## config.mk

```make
export PLATFORM = sky130hd
export DESIGN_NAME = uart_cmd_parser
export DESIGN_NICKNAME = d
export VERILOG_FILES = /design/src/rtl/uart_cmd_parser_pkg.sv /design/src/rtl/frame_timeout_counter.sv /design/src/rtl/uart_cmd_parser.sv
export SDC_FILE = /design/constraint.sdc
export NUM_CORES = 1
export LEC_CHECK = 0
export BUFFER_PORTS_ARGS = -buffer_cell sky130_fd_sc_hd__buf_4
export CAP_MARGIN = 30
export CORE_MARGIN = 8
export CORE_UTILIZATION = 24
export CTS_CLUSTER_SIZE = 25
export DETAILED_ROUTE_END_ITERATION = 8
export GPL_TIMING_DRIVEN = 0
export PLACE_DENSITY = 0.46
export SLEW_MARGIN = 20
export SYNTH_ARGS = -nofsm -noshare
export SYNTH_HDL_FRONTEND = slang
export SYNTH_SLANG_ARGS = --single-unit
```

## constraint.sdc

```tcl
create_clock -name clk_i -period 4 [get_ports clk_i]
set_clock_uncertainty 0.15 [all_clocks]
set_input_delay 1 -clock clk_i [delete_from_list [all_inputs] [get_ports clk_i]]
set_output_delay 1 -clock clk_i [all_outputs]
set_load 0.005 [all_outputs]
```

## src/rtl/uart_cmd_parser_pkg.sv

```systemverilog
// Shared definitions for the UART host-command parser.
//   CMD_*      : command bytes recognised at the start of a frame
//   WR_TYPE_*  : transaction type encodings presented on wr_type_o
//   ERR_*      : error codes presented on err_code_o
//   decode_cmd : maps a leading byte to {known, wr_type}
package uart_cmd_parser_pkg;

    localparam logic [7:0] CMD_DATA   = 8'hA0;
    localparam logic [7:0] CMD_CTRL   = 8'hA1;
    localparam logic [7:0] CMD_FREQ   = 8'hA2;
    localparam logic [7:0] CMD_PERIOD = 8'hA3;
    localparam logic [7:0] CMD_REPEAT = 8'hA4;
    localparam logic [7:0] CMD_GLOBAL = 8'hA5;

    localparam logic [2:0] WR_TYPE_DATA   = 3'd0;
    localparam logic [2:0] WR_TYPE_CTRL   = 3'd1;
    localparam logic [2:0] WR_TYPE_FREQ   = 3'd2;
    localparam logic [2:0] WR_TYPE_PERIOD = 3'd3;
    localparam logic [2:0] WR_TYPE_REPEAT = 3'd4;
    localparam logic [2:0] WR_TYPE_GLOBAL = 3'd5;

    localparam logic [1:0] ERR_UNKNOWN_CMD = 2'd0;
    localparam logic [1:0] ERR_BAD_CH      = 2'd1;
    localparam logic [1:0] ERR_BAD_AMT     = 2'd2;
    localparam logic [1:0] ERR_TIMEOUT     = 2'd3;

    typedef struct packed {
        logic       known;
        logic [2:0] wr_type;
    } cmd_dec_t;

    function automatic cmd_dec_t decode_cmd(input logic [7:0] b);
        cmd_dec_t d;
        d.known   = 1'b1;
        d.wr_type = WR_TYPE_DATA;
        case (b)
            CMD_DATA:   d.wr_type = WR_TYPE_DATA;
            CMD_CTRL:   d.wr_type = WR_TYPE_CTRL;
            CMD_FREQ:   d.wr_type = WR_TYPE_FREQ;
            CMD_PERIOD: d.wr_type = WR_TYPE_PERIOD;
            CMD_REPEAT: d.wr_type = WR_TYPE_REPEAT;
            CMD_GLOBAL: d.wr_type = WR_TYPE_GLOBAL;
            default:    d.known   = 1'b0;
        endcase
        return d;
    endfunction

endpackage

```

## src/rtl/frame_timeout_counter.sv

```systemverilog
// Inter-byte idle counter for frame recovery.
//   clk_i, rst_i : clock, synchronous active-high reset
//   clear_i      : restart counting from zero (wins over enable)
//   enable_i     : count one idle cycle
//   expire_o     : single-cycle pulse on the cycle the count reaches TIMEOUT_CYCLES
module frame_timeout_counter #(
    parameter int unsigned TIMEOUT_CYCLES = 100000
) (
    input  logic clk_i,
    input  logic rst_i,
    input  logic clear_i,
    input  logic enable_i,
    output logic expire_o
);

    localparam int unsigned CntW = $clog2(TIMEOUT_CYCLES + 1);
    localparam logic [CntW-1:0] Limit   = CntW'(TIMEOUT_CYCLES);
    localparam logic [CntW-1:0] LimitM1 = CntW'(TIMEOUT_CYCLES - 1);

    logic [CntW-1:0] cnt_q;

    always_ff @(posedge clk_i) begin
        if (rst_i || clear_i) begin
            cnt_q <= '0;
        end else if (enable_i && (cnt_q != Limit)) begin
            cnt_q <= cnt_q + CntW'(1);
        end
    end

    // Fires on the increment that lands on Limit; saturation keeps it one-shot.
    assign expire_o = enable_i && !clear_i && (cnt_q == LimitM1);

endmodule

```

## src/rtl/uart_cmd_parser.sv

```systemverilog
// Frames received UART bytes into host write transactions.
//   clk_i, rst_i     : clock, synchronous active-high reset
//   data_i           : received byte, qualified by rx_done_tick_i
//   rx_done_tick_i   : byte-valid strobe
//   wr_valid_o       : one-cycle pulse, wr_* fields valid (held until next transaction)
//   wr_type_o        : command type
//   wr_channel_o     : target channel (DATA/CTRL/REPEAT, else 0)
//   wr_amount_o      : amount byte (DATA/FREQ, else 0)
//   wr_data_o        : assembled payload, LSB byte first
//   err_o/err_code_o : one-cycle error pulse and its code
//   busy_o           : frame in progress
module uart_cmd_parser
    import uart_cmd_parser_pkg::*;
#(
    parameter int unsigned DATA_BIT       = 32,
    parameter int unsigned OUTPUT_NUM     = 16,
    parameter int unsigned TIMEOUT_CYCLES = 100000
) (
    input  logic                          clk_i,
    input  logic                          rst_i,
    input  logic [7:0]                    data_i,
    input  logic                          rx_done_tick_i,
    output logic                          wr_valid_o,
    output logic [2:0]                    wr_type_o,
    output logic [$clog2(OUTPUT_NUM)-1:0] wr_channel_o,
    output logic [7:0]                    wr_amount_o,
    output logic [DATA_BIT-1:0]           wr_data_o,
    output logic                          err_o,
    output logic [1:0]                    err_code_o,
    output logic                          busy_o
);

    localparam int unsigned MaxBytes = DATA_BIT / 8;
    localparam int unsigned IdxW     = $clog2(MaxBytes);
    localparam int unsigned ChW      = $clog2(OUTPUT_NUM);

    typedef enum logic [2:0] {
        StIdle, StGetCh, StGetAmt, StGetPayload, StGetArg0, StGetArg1, StDrain
    } state_e;

    state_e              state_q;
    logic [2:0]          type_q;
    logic [ChW-1:0]      ch_q;
    logic [7:0]          amt_q;
    logic [DATA_BIT-1:0] pay_q;
    logic [IdxW-1:0]     idx_q;
    logic                bad_ch_q;

    logic                wr_valid_q, err_q;
    logic [2:0]          wr_type_q;
    logic [ChW-1:0]      wr_channel_q;
    logic [7:0]          wr_amount_q;
    logic [DATA_BIT-1:0] wr_data_q;
    logic [1:0]          err_code_q;

    cmd_dec_t            cmd_dec;
    logic [IdxW-1:0]     byte_pos;
    logic [DATA_BIT-1:0] pay_merged;
    logic                frame_done;
    logic                expire;

    frame_timeout_counter #(
        .TIMEOUT_CYCLES (TIMEOUT_CYCLES)
    ) u_timeout (
        .clk_i    (clk_i),
        .rst_i    (rst_i),
        .clear_i  (rx_done_tick_i || (state_q == StIdle)),
        .enable_i (state_q != StIdle),
        .expire_o (expire)
    );

    // Payload including the byte arriving this cycle, so completion can publish it directly.
    always_comb begin
        cmd_dec  = decode_cmd(data_i);
        byte_pos = idx_q;
        if (state_q == StGetArg0) begin
            byte_pos = '0;
        end else if (state_q == StGetArg1) begin
            byte_pos = IdxW'(1);
        end
        pay_merged = pay_q;
        pay_merged[{byte_pos, 3'b000} +: 8] = data_i;
        frame_done = rx_done_tick_i &&
                     (((state_q == StGetPayload) && (8'(idx_q) == amt_q)) ||
                      ((state_q == StGetArg0) && (type_q != WR_TYPE_PERIOD)) ||
                      (state_q == StGetArg1));
    end

    always_ff @(posedge clk_i) begin
        if (rst_i) begin
            state_q      <= StIdle;
            type_q       <= '0;
            ch_q         <= '0;
            amt_q        <= '0;
            pay_q        <= '0;
            idx_q        <= '0;
            bad_ch_q     <= 1'b0;
            wr_valid_q   <= 1'b0;
            err_q        <= 1'b0;
            wr_type_q    <= '0;
            wr_channel_q <= '0;
            wr_amount_q  <= '0;
            wr_data_q    <= '0;
            err_code_q   <= '0;
        end else begin
            wr_valid_q <= 1'b0;
            err_q      <= 1'b0;
            if (rx_done_tick_i) begin
                unique case (state_q)
                    StIdle: begin
                        ch_q     <= '0;
                        amt_q    <= '0;
                        pay_q    <= '0;
                        idx_q    <= '0;
                        bad_ch_q <= 1'b0;
                        type_q   <= cmd_dec.wr_type;
                        if (!cmd_dec.known) begin
                            err_q      <= 1'b1;
                            err_code_q <= ERR_UNKNOWN_CMD;
                        end else if (cmd_dec.wr_type == WR_TYPE_FREQ) begin
                            state_q <= StGetAmt;
                        end else if ((cmd_dec.wr_type == WR_TYPE_PERIOD) ||
                                     (cmd_dec.wr_type == WR_TYPE_GLOBAL)) begin
                            state_q <= StGetArg0;
                        end else begin
                            state_q <= StGetCh;
                        end
                    end
                    StGetCh: begin
                        ch_q <= ChW'(data_i);
                        // Bad channel is reported only at frame end to keep byte framing intact.
                        if (32'(data_i) >= OUTPUT_NUM) begin
                            bad_ch_q <= 1'b1;
                        end
                        state_q <= (type_q == WR_TYPE_DATA) ? StGetAmt : StGetArg0;
                    end
                    StGetAmt: begin
                        amt_q <= data_i;
                        if (32'(data_i) >= MaxBytes) begin
                            err_q      <= 1'b1;
                            err_code_q <= ERR_BAD_AMT;
                            state_q    <= StDrain;
                        end else begin
                            pay_q   <= '0;
                            idx_q   <= '0;
                            state_q <= StGetPayload;
                        end
                    end
                    StGetPayload: begin
                        pay_q <= pay_merged;
                        idx_q <= idx_q + IdxW'(1);
                    end
                    StGetArg0: begin
                        pay_q   <= pay_merged;
                        state_q <= StGetArg1;
                    end
                    StGetArg1: begin
                        pay_q <= pay_merged;
                    end
                    StDrain: begin
                        state_q <= StDrain;
                    end
                    default: begin
                        state_q <= StIdle;
                    end
                endcase

                if (frame_done) begin
                    state_q <= StIdle;
                    if (bad_ch_q) begin
                        err_q      <= 1'b1;
                        err_code_q <= ERR_BAD_CH;
                    end else begin
                        wr_valid_q   <= 1'b1;
                        wr_type_q    <= type_q;
                        wr_channel_q <= ch_q;
                        wr_amount_q  <= amt_q;
                        wr_data_q    <= pay_merged;
                    end
                end
            end else if (expire) begin
                // Drain already reported its error; leave quietly.
                if (state_q != StDrain) begin
                    err_q      <= 1'b1;
                    err_code_q <= ERR_TIMEOUT;
                end
                state_q <= StIdle;
            end
        end
    end

    assign wr_valid_o   = wr_valid_q;
    assign wr_type_o    = wr_type_q;
    assign wr_channel_o = wr_channel_q;
    assign wr_amount_o  = wr_amount_q;
    assign wr_data_o    = wr_data_q;
    assign err_o        = err_q;
    assign err_code_o   = err_code_q;
    assign busy_o       = (state_q != StIdle);

endmodule

```

Yosys cells after proc, flatten, opt, wreduce, memory -nomap -nowiden --
Cells that the tools add are included.
Storage, ports and cells: register bits after elaboration 121, input port bits 11, logic and storage cells 122, output and inout port bits 52
Operators by class: bitwise gates (word level) 3, multiplexer cells 39, $add $sub $neg 3, equal/unequal tests 24, magnitude comparators 2, shifts and indexed selects 2, reduce and logical (&&, ||, !) cells 34
Operators by type and width (count):
- $pmux 32 s3 | 1
- $eq 8x8->1 const B | 6
- $bwmux 32 | 1
- $mux 32 | 1
- $shift 8x7->32 const A | 1
- $shiftx 8x7->32 | 1
- $mux 3 | 8
- $mux 2 | 10
- $pmux 3 s6 | 1
- $add 17x1->17 const B | 1
- $eq 17x17->1 const B | 1
- $ne 17x17->1 const B | 1
- $pmux 8 s2 | 1
- $pmux 3 s5 | 1
- $reduce_and 3->1 | 5
- $eq 3x2->1 const B | 4
- $eq 3x3->1 const B | 4
- $mux 1 | 10
- $reduce_bool 3->1 | 3
- $eq 2x8->1 | 1
- $ge 8x3->1 const B | 1
- $ge 8x5->1 const B | 1
- $pmux 4 s2 | 1
- $reduce_and 2->1 | 4
- 19 further kinds | 38

Depth between registers and ports, before layout --
Gate-level depths: netlist of run 1.
depth in word-level cells 10, gate-level depth with buffers 11, gate-level depth less buffers 8

Modules after synthesis --
A second synthesis of run 1 with hierarchy kept.
Unflattened totals: cells, all modules 611, area total of the unflattened synthesis 5522.8 um^2
Modules (own cells, without submodules):
- uart_cmd_parser | seq. area each 2082.0 um^2, area an instance 4650.7 um^2, instances 1, cells an instance 510
- frame_timeout_counter | seq. area each 340.3 um^2, area an instance 872.1 um^2, instances 1, cells an instance 101

Worst setup path before layout of run 1 --
OpenSTA, ideal clock, no wires.
path kind flip-flop to flip-flop, start reg state_q[1], end reg wr_data_q[21] (netlist: wr_data_o[21]), arrival 2.551 ns, path slack 1.214 ns, required time 3.764 ns, buffers on the path 3, stages on the path, launching flop included 11, setup time 0.086 ns, clock period less this slack 2.786 ns, cell sequence dfxtp_1 > buf_4 > nand2b_1 > mux2i_1 > buf_6 > buf_2 > ha_1 > clkinv_1 > nor3b_1 > a32oi_1 > a211oi_1
Between the ends: longest elaborated chain between the ends 6, elaborated cells on any way between the ends 15, those cells by class add/sub: 1; eq/ne: 3; shift: 2; mux: 3; reduce/logical: 6
Ends and longest elaborated chain:
- from (decl) | RTL line uart_cmd_parser.sv:41 | state_e state_q;
- from (signal assigned) | RTL line uart_cmd_parser.sv:91 | state_q <= StIdle;
- from (signal assigned) | RTL line uart_cmd_parser.sv:121 | state_q <= StGetAmt;
- from (signal assigned) | RTL line uart_cmd_parser.sv:124 | state_q <= StGetArg0;
- $eq 3x3->1, or another cell as far along | RTL line uart_cmd_parser.sv:78, uart_cmd_parser.sv:86
- $mux 2, or another cell as far along | RTL line uart_cmd_parser.sv:78 | end else if (state_q == StGetArg1) begin
- $mux 2 or $logic_or 1x1->1 (tied branches) | RTL line uart_cmd_parser.sv:76, uart_cmd_parser.sv:84
- $neg 5->7 or $logic_or 1x1->1 (tied branches) | RTL line uart_cmd_parser.sv:82, uart_cmd_parser.sv:85
- $shiftx 8x7->32, or another cell as far along | RTL line uart_cmd_parser.sv:82 | pay_merged[{byte_pos, 3'b000} +: 8] = data_i;
- $bwmux 32 or $reduce_and 3->1 (tied branches)
- to (signal assigned) | RTL line uart_cmd_parser.sv:178 | wr_data_q <= pay_merged;
- to (decl) | RTL line uart_cmd_parser.sv:53 | logic [DATA_BIT-1:0] wr_data_q;
Several ways; a longest one is shown, not always the timed one. A chain may end at the register's enable or synchronous reset.

Worst setup path in the final report of run 1 --
start reg state_q[1], end reg wr_data_q[22] (netlist: wr_data_o[22])
The elaborated chain is that of the path after synthesis.

==> run summary, run 1 <==
Die area: 27400 sq um
Tmin final: 3.66 ns
Status: completed
CTS resizes: 0
Max Cap Viol: 0
Syn Area/Cell: 9.10 sq um
Initial Util: 0.245
Fillers: 2333
Max-slew headroom at the worst pin: 0.369
Final setup violation count: 0
Syn Nets: 607
Yosys reg bits: 121
Critical Path Sink Type: register
Library cells used by synthesis: 56
Total number of yosys warnings: 0
Sequential area share after synthesis: 0.452
Number of global-route vias before repair: 4724
Area taken by multi-input logic gates: 2670 sq um
Post-synth EDFFs: 0
Core ar.: 21900 sq um
Total Neg Setup Slack: 0 ns
Crit Path Category: register to register
Power Density: 435 nW/um^2
WHS Path Cells: 1
Final HPWL DP: 12000 um
CTS tree: done
Reg area: 2420 sq um
IO Pins: 63
Synth area leader: dfxtp_1
Area grow syn2layout: 24.8%
Reg clk slew, reported paths: 0.05 ns
Synth top area share: 0.452
Worst EP arrival: 3.82 ns
Total CTS buffers: 17
Hold Path Origin: pay_q[27]$_SDFFE_PP0P_
Drt total wl: 16700 um
DRT Pass-1 Iters: 6
Syn Std Cell Area: 5360 sq um
Vias: 4759
Setup WS pre-CTS: 0.403 ns
Die W: 165 um
R2r endpoint: wr_data_o[22]$_SDFFE_PP0P_
Final Cycle Share: 0.915
# Post-CTS Setup Buffers: 0
Drt wl/cell: 17.4 um
ANT cells: 0
Share of layout cells above drive strength 1: 0.172
Max-slew violations: 0
Count leader, synth: dfxtp_1
Iteration-0 DRC Markers: 283
Maximum clock path buffer count: 2
Final Wtd Congestion: 0.841
CP startpoint kind: register
R2r setup slk: 0.34 ns
Top_reg_cell synth: dfxtp_1
Largest net degree at the start of global routing: 17
Hold Path Sink: pay_q[27]$_SDFFE_PP0P_
Routed Antenna Nets: 0
Final Worst Setup Slack: 0.340 ns
Worst IR Drop VDD: 0.288 mV
CTS Root Cell: clkbuf_16
Fraction of registers with async set/reset: 0
Required @ worst endpoint: 4.16 ns
Fin. Hold Viols: 0
RSZ-0062 raised after global routing: false
Total congestion overflow: 0
Crit-path max FO: 12
# clock sinks: 121
PortBufs: 60
First-pass GRT wire length: 26300 um
Fmax achieved: 273 MHz
Die H: 165 um
Max H-tree Level: 4
# rows: 54
Slew @ Worst Pin: 0.945 ns
Largest cells by area after synthesis: dfxtp_1, a21oi_1, o2bb2ai_1
Min-delay worst type: register to register
Worst reg2reg path startpoint: state_q[1]$_SDFFE_PP0P_
Hold-fix buffers, CTS: 0
Gate Count Post-Synth: 589
Final net count: 686
Gr usage total: 0.125
Commonest cells in the netlist: dfxtp_1, a21oi_1, nand2_1, a211oi_1
Drc violations: 0
Reg2Reg Depth: 10
Vias per inst: 4.96
Antenna violations before repair: 0
Clock Latency Late Sink: 0.42 ns
LEAKAGE: 2.33 nW
layer usage:
layer  track usage  up-vias  wire [um]
met2         0.188      120       7430
met4        0.0317        0        136
met3        0.0434       10        953
li1              -     2343          -
met1         0.166     2286       8210
met5             0        -          0
report_power, final:
group | internal (mW) | switching [mW]
Combinational | 0.0943 | 0.186
Clock | 0.859 | 0.539
Sequential | 1.22 | 0.0112
flip-flops by register name, indices dropped and copies added (netlist names):
name	flops
amt_q	8
bad_ch_q	1
ch_q	4
err_code_o	2
err_o	1
idx_q	2
pay_q	32
state_q	3
type_q	3
u_timeout.cnt_q	17
wr_amount_o	8
wr_channel_o	4
wr_data_o	32
wr_type_o	3
wr_valid_o	1
final cells by class:
cell class                      count  area share
Inverter                            9     0.00505
Buffer                             47      0.0357
Timing Repair Buffer               60      0.0673
Sequential cell                   121       0.362
Clock buffer                       22      0.0679
Clock inverter                      9      0.0114
Tap cell                          280      0.0523
Multi-Input combinational cell    412       0.399
worst max-delay path, cell delays in order (launching register included):
cell and delay [ns]:
dfxtp_1 0.30, buf_4 0.15, nand2b_1 0.23, mux2i_1 0.39, buf_6 0.21, buf_2 0.25
ha_1 0.19, clkinv_1 0.21, nor3b_1 0.84, a32oi_1 0.31, a211oi_1 0.32
cells by family (layout without fill, tap and decap cells):
group,count (synthesis),after routing,synth area share
xor gates and xnor gates,16,16,0.0261
DFF,121,121,0.452
buffers and inverters,56,147,0.0509
muxes,2,2,0.00373
adders and majority gates,7,7,0.0163
AOI/OAI and AO/OA,202,202,0.250
and+or+nand+nor,185,185,0.201
stage by stage:
stage | util | power (mW) | hold WS (ns) | area, sq um | cells
final | 0.306 | 2.91 | 0.303 | 6690 | 960
after CTS | 0.306 | 2.95 | 0.306 | 6690 | 960
after global placement | 0.282 | 1.54 | 0.287 | 6160 | 929
after floorplan | - | 1.44 | 0.275 | 5360 | 589
after detailed placement | 0.282 | 1.54 | 0.289 | 6160 | 929
after global routing | 0.306 | 3.03 | 0.319 | 6690 | 960
cells in the final DEF, fill, tap and decap left out, drive strengths merged, types with 3 or more instances in the layout:
master and instances:
nand2b 20, clkbuf 50, or4 4, inv 8, o2bb2ai 32, buf 79
nor3 4, and2 3, clkinv 8, o21ai 28, nor3b 5, a32oi 16
a31oi 4, nand2 34, xor2 11, dfxtp 121, ha 7, a211oi 33
nor2b 25, nor4bb 3, a21oi 77, nand4b 15, nand4 8, or3 4
nor2 31, nand3 18, xnor2 5
how the worst max path moves through the flow:
| stage | startpoint | endpoint |
|---|---|---|
| after detailed placement | state_q[1]$_SDFFE_PP0P_ | wr_data_o[22]$_SDFFE_PP0P_ |
| after CTS | state_q[1]$_SDFFE_PP0P_ | wr_data_o[22]$_SDFFE_PP0P_ |
| after global routing | state_q[1]$_SDFFE_PP0P_ | wr_data_o[22]$_SDFFE_PP0P_ |
| final | state_q[1]$_SDFFE_PP0P_ | wr_data_o[22]$_SDFFE_PP0P_ |
| after global placement | state_q[1]$_SDFFE_PP0P_ | wr_data_o[22]$_SDFFE_PP0P_ |
| after floorplan | state_q[1]$_SDFFE_PP0P_ | wr_data_o[21]$_SDFFE_PP0P_ |
Power figures use the tool's default switching activity.
==> run 2: changes to the inputs <==
--- a/config.mk
+++ b/config.mk
@@ -7,6 +7,7 @@
 export LEC_CHECK = 0
 export BUFFER_PORTS_ARGS = -buffer_cell sky130_fd_sc_hd__buf_4
 export CAP_MARGIN = 30
+export CORE_ASPECT_RATIO = 2
 export CORE_MARGIN = 8
 export CORE_UTILIZATION = 24
 export CTS_CLUSTER_SIZE = 25
==> run summary, run 2 (synthesis gave the netlist of run 1 again) <==
Met2 usage: 0.251 (was 0.188)
Vias: 4797 (was 4759)
Fin. Hold Viols: 0 (unchanged)
Iteration-0 DRC Markers: 277 (was 283)
CTS Root Cell: clkbuf_16 (unchanged)
Final setup violation count: 0 (unchanged)
Die H: 227 um (was 165 um)
Fmax achieved: 282 MHz (was 273 MHz)
ANT cells: 0 (unchanged)
Crit Path Category: register to register (unchanged)
Antenna violations before repair: 0 (unchanged)
Final net count: 686 (unchanged)
Min-delay worst type: register to register (unchanged)
Max H-tree Level: 4 (unchanged)
DRT Pass-1 Iters: 4 (was 6)
PortBufs: 60 (unchanged)
IO Pins: 63 (unchanged)
Die area: 27700 sq um (was 27400 sq um)
Total congestion overflow: 0 (unchanged)
Required @ worst endpoint: 4.17 ns (was 4.16 ns)
M1 GR Usage: 0.119 (was 0.166)
Vias per inst: 5.02 (was 4.96)
Routed Antenna Nets: 0 (unchanged)
Fin util: 0.307 (was 0.306)
Clock Latency Late Sink: 0.41 ns (was 0.42 ns)
Placed insts: 925 (was 929)
Number of global-route vias before repair: 4871 (was 4724)
Status: completed (unchanged)
Met3 Use GR: 0.0348 (was 0.0434)
Final Cycle Share: 0.886 (was 0.915)
Die W: 122 um (was 165 um)
Hold-fix buffers, CTS: 0 (unchanged)
Drc violations: 0 (unchanged)
Design Area, Final: 6780 sq um (was 6690 sq um)
Largest net degree at the start of global routing: 17 (unchanged)
# Post-CTS Setup Buffers: 0 (unchanged)
Worst IR Drop VDD: 0.301 mV (was 0.288 mV)
Dpl cell area: 6160 sq um (about the same)
Total CTS buffers: 17 (unchanged)
Total Neg Setup Slack: 0 ns (unchanged)
Worst EP arrival: 3.71 ns (was 3.82 ns)
Reg clk slew, reported paths: 0.05 ns (about the same)
CTS resizes: 0 (unchanged)
Layout Cells excl Fill: 956 (was 960)
Share of layout cells above drive strength 1: 0.176 (was 0.172)
Gr usage total: 0.131 (was 0.125)
Tmin final: 3.54 ns (was 3.66 ns)
Final Wtd Congestion: 0.908 (was 0.841)
Max Cap Viol: 0 (unchanged)
Core ar.: 22100 sq um (was 21900 sq um)
Max-slew headroom at the worst pin: 0.396 (was 0.369)
Drt total wl: 17900 um (was 16700 um)
RSZ-0062 raised after global routing: false (unchanged)
Drt wl/cell: 18.7 um (was 17.4 um)
CP startpoint kind: register (unchanged)
Most common cell after layout, fill and taps aside: dfxtp_1 (unchanged)
Commonest non-fill, non-tap cells in the layout: dfxtp_1, a21oi_1, buf_4, nand2_1, a211oi_1 (unchanged)
Initial Util: 0.243 (was 0.245)
Max-slew violations: 0 (unchanged)
Slew @ Worst Pin: 0.904 ns (was 0.945 ns)
GR peak layer: met2 (unchanged)
# clock sinks: 121 (unchanged)
Maximum clock path buffer count: 2 (unchanged)
LEAKAGE: 2.38 nW (was 2.33 nW)
CTS tree: done (unchanged)
Power Density: 461 nW/um^2 (was 435 nW/um^2)
First-pass GRT wire length: 27200 um (was 26300 um)
Crit-path max FO: 12 (unchanged)
# rows: 77 (was 54)
Area grow syn2layout: 26.5% (was 24.8%)
Critical Path Sink Type: register (unchanged)
Final HPWL DP: 13800 um (was 12000 um)
Worst hold-check slack: 0.302 ns (was 0.303 ns)
## run 2: changes by cell type in the layout (fill, tap and decap cells not counted), sizes merged
cell    previous run  this run
clkbuf            50        52
clkinv             8         4
bufinv             1         3
## run 2: area by class of cell
type,instances,area [sq um]
Sequential cell,121,2420
Buffer,47,239
Inverter,9,33.8
Timing Repair Buffer,60,450
Clock buffer,24,512
Multi-Input combinational cell,412,2670
Fill cell,2289,15300
Clock inverter,7,113
Tap cell,276,345
## run 2: report_power, final
part	internal, mW	switching (mW)
Combinational	0.0942	0.191
Sequential	1.22	0.0111
Clock	1.07	0.536
## run 2: per-stage QoR
| stage | power, mW | setup slack, ns |
|---|---|---|
| after floorplan | 1.44 | 1.21 |
| after global placement | 1.54 | 0.534 |
| after detailed placement | 1.55 | 0.488 |
| after CTS | 3.16 | 0.452 |
| after global routing | 3.24 | 0.223 |
| final | 3.13 | 0.457 |
## run 2: path summary, 6_finish.rpt
check	from	endpoint	slack, ns	cells past startpoint
worst max-delay path	state_q[1]$_SDFFE_PP0P_	wr_data_o[18]$_SDFFE_PP0P_	0.46	10
worst min-delay path	ch_q[3]$_SDFFE_PP0P_	ch_q[3]$_SDFFE_PP0P_	0.30	2
worst min register to register	ch_q[3]$_SDFFE_PP0P_	ch_q[3]$_SDFFE_PP0P_	0.30	2
worst max register to register	state_q[1]$_SDFFE_PP0P_	wr_data_o[18]$_SDFFE_PP0P_	0.46	10
## run 2: worst max-delay path: stages (launching register included)
cell and delay (ns):
dfxtp_1 0.30, buf_4 0.15, nand2b_1 0.22, mux2i_1 0.34
buf_6 0.21, buf_2 0.27, ha_1 0.20, clkinv_1 0.22
nor3b_1 0.81, a32oi_1 0.26, a211oi_1 0.31
## run 2: per-layer routing
metal  wire [um]  share of wire
met5           0              0
met2       10100           0.56
met4         708          0.040
met1        6380           0.36
met3         774          0.043
==> run 3: changes to the inputs <==
==> constraint.sdc (replaced) <==
create_clock -name clk_i -period 4 [get_ports clk_i]
set_clock_uncertainty 0.15 [all_clocks]
set_input_delay 0.2 -clock clk_i [delete_from_list [all_inputs] [get_ports clk_i]]
set_output_delay 0.2 -clock clk_i [all_outputs]
set_load 0.005 [all_outputs]
==> run summary, run 3 (synthesis gave the netlist of run 1 again) <==
R2r endpoint: wr_data_o[19]$_SDFFE_PP0P_ (was wr_data_o[18]$_SDFFE_PP0P_)
CP startpoint: state_q[1]$_SDFFE_PP0P_ (unchanged)
Required @ worst endpoint: 4.17 ns (about the same)
Total congestion overflow: 0 (unchanged)
Maximum clock path buffer count: 2 (unchanged)
Iteration-0 DRC Markers: 257 (was 277)
Die W: 122 um (unchanged)
Final net count: 689 (was 686)
Final setup violation count: 0 (unchanged)
LEAKAGE: 2.39 nW (was 2.38 nW)
First-pass GRT wire length: 27200 um (about the same)
CP endpoint: wr_data_o[19]$_SDFFE_PP0P_ (was wr_data_o[18]$_SDFFE_PP0P_)
Total Neg Setup Slack: 0 ns (unchanged)
Share of layout cells above drive strength 1: 0.176 (about the same)
Worst reg2reg path startpoint: state_q[1]$_SDFFE_PP0P_ (unchanged)
Drc violations: 0 (unchanged)
Most common cell after layout, fill and taps aside: dfxtp_1 (unchanged)
Max Cap Viol: 0 (unchanged)
Slew @ Worst Pin: 0.913 ns (was 0.904 ns)
Layout Cells excl Fill: 959 (was 956)
Vias per inst: 4.99 (was 5.02)
IO Pins: 63 (unchanged)
Vias: 4787 (was 4797)
Drt total wl: 17800 um (was 17900 um)
Core ar.: 22100 sq um (unchanged)
Final Cycle Share: 0.888 (was 0.886)
CP bufs+invs: 4 (unchanged)
Largest net degree at the start of global routing: 17 (unchanged)
Fmax achieved: 282 MHz (about the same)
Power Density: 459 nW/um^2 (was 461 nW/um^2)
Max H-tree Level: 4 (unchanged)
Die H: 227 um (unchanged)
Critical path depth: 10 (unchanged)
Number of global-route vias before repair: 4882 (was 4871)
CP startpoint kind: register (unchanged)
Max-slew headroom at the worst pin: 0.390 (was 0.396)
Area taken by multi-input logic gates: 2670 sq um (unchanged)
Worst EP arrival: 3.73 ns (was 3.71 ns)
Routed Antenna Nets: 0 (unchanged)
Drt wl/cell: 18.6 um (was 18.7 um)
Placed insts: 925 (unchanged)
Max incr delay on CP: 0.82 ns (was 0.81 ns)
Die area: 27700 sq um (unchanged)
ANT cells: 0 (unchanged)
Design Area, Final: 6810 sq um (was 6780 sq um)
Fillers: 2287 (was 2289)
Clock Latency Late Sink: 0.41 ns (about the same)
Total CTS buffers: 17 (unchanged)
Crit Path Category: register to register (unchanged)
Initial Util: 0.243 (unchanged)
Crit-path max FO: 12 (unchanged)
Antenna violations before repair: 0 (unchanged)
R2r setup slk: 0.45 ns (was 0.46 ns)
Min-delay worst type: primary input to register (was register to register)
CP max-delay cell: nor3b_1 (unchanged)
Fin. Hold Viols: 0 (unchanged)
CTS Root Cell: clkbuf_16 (unchanged)
PortBufs: 60 (unchanged)
Reg clk slew, reported paths: 0.05 ns (about the same)
CTS tree: done (unchanged)
Area grow syn2layout: 27.0% (was 26.5%)
Hold Path Origin: data_i[5] (was ch_q[3]$_SDFFE_PP0P_)
Worst hold-check slack: 0.0221 ns (was 0.302 ns)
Gr usage total: 0.131 (about the same)
Worst path cell trace: buf_4 -> nand2b_1 -> mux2i_1 -> buf_6 -> buf_2 -> ha_1 -> clkinv_1 -> nor3b_1 -> a32oi_1 -> a211oi_1 (unchanged)
DRT Pass-1 Iters: 5 (was 4)
# clock sinks: 121 (unchanged)
# Post-CTS Setup Buffers: 0 (unchanged)
Tmin final: 3.55 ns (was 3.54 ns)
Status: completed (unchanged)
# rows: 77 (unchanged)
Max-slew violations: 0 (unchanged)
Dpl cell area: 6160 sq um (unchanged)
Worst IR Drop VDD: 0.300 mV (was 0.301 mV)
Critical Path Sink Type: register (unchanged)
Final Wtd Congestion: 0.908 (unchanged)
RSZ-0062 raised after global routing: false (unchanged)
Reg area: 2420 sq um (unchanged)
Commonest non-fill, non-tap cells in the layout: dfxtp_1, a21oi_1, buf_4, nand2_1, a211oi_1 (unchanged)
Cell family with most CP delay: simple AND/OR/NAND/NOR gates (unchanged)
Final HPWL DP: 13800 um (unchanged)
Reg2Reg Depth: 10 (unchanged)
CTS resizes: 0 (unchanged)
-- run 3: cell type report --
| type | count | share of cell area |
|---|---|---|
| plain buffers | 47 | 0.0351 |
| clock inverters | 7 | 0.0165 |
| repair buffers | 63 | 0.0705 |
| multi-input cells | 412 | 0.392 |
| clock buffers | 24 | 0.0751 |
| inverters | 9 | 0.00496 |
| well taps | 276 | 0.0507 |
| flip-flops and latches | 121 | 0.356 |
-- run 3: timing repair --
| action | CTS | global route |
|---|---|---|
| endpoints found under the setup margin | 0 | 0 |
| hold buffers | 3 | 0 |
| endpoints found under the hold margin | 3 | 0 |
-- run 3: metal layers --
| metal | share of wire | GRT usage | routed length [um] |
|---|---|---|---|
| met4 | 0.033 | 0.0789 | 592 |
| met1 | 0.36 | 0.119 | 6410 |
| met3 | 0.041 | 0.0333 | 737 |
| met5 | 0 | 0 | 0 |
| met2 | 0.57 | 0.251 | 10100 |
-- run 3: worst min-delay path, stage by stage --
cell and delay [ns]:
buf_4 0.16, nand3_1 0.10, a21oi_1 0.06
-- run 3: stage by stage --
step,util,total power [mW],setup WS [ns]
5_1_grt,0.309,3.24,0.223
4_1_cts,0.309,3.17,0.452
3_5_place_dp,0.279,1.55,0.488
3_3_place_gp,0.279,1.54,0.534
2_1_floorplan,-,1.44,1.21
6_report,0.309,3.13,0.448
-- run 3: worst min-delay path by stage --
stage                                   to  slack, ns  cells after the start
global placement    pay_q[15]$_SDFFE_PP0P_       0.29                      1
finish               amt_q[5]$_SDFFE_PP0P_       0.02                      3
floorplan            amt_q[4]$_SDFFE_PP0P_       0.22                      2
global route         amt_q[5]$_SDFFE_PP0P_       0.02                      3
CTS                  amt_q[5]$_SDFFE_PP0P_      0.002                      3
detailed placement  pay_q[29]$_SDFFE_PP0P_       0.29                      1
-- run 3: report_power, final --
group          switching, mW  total [mW]  internal (mW)
Combinational          0.191       0.288         0.0961
Clock                  0.533        1.61           1.07
Sequential            0.0111        1.24           1.22
Total                  0.736        3.13           2.39
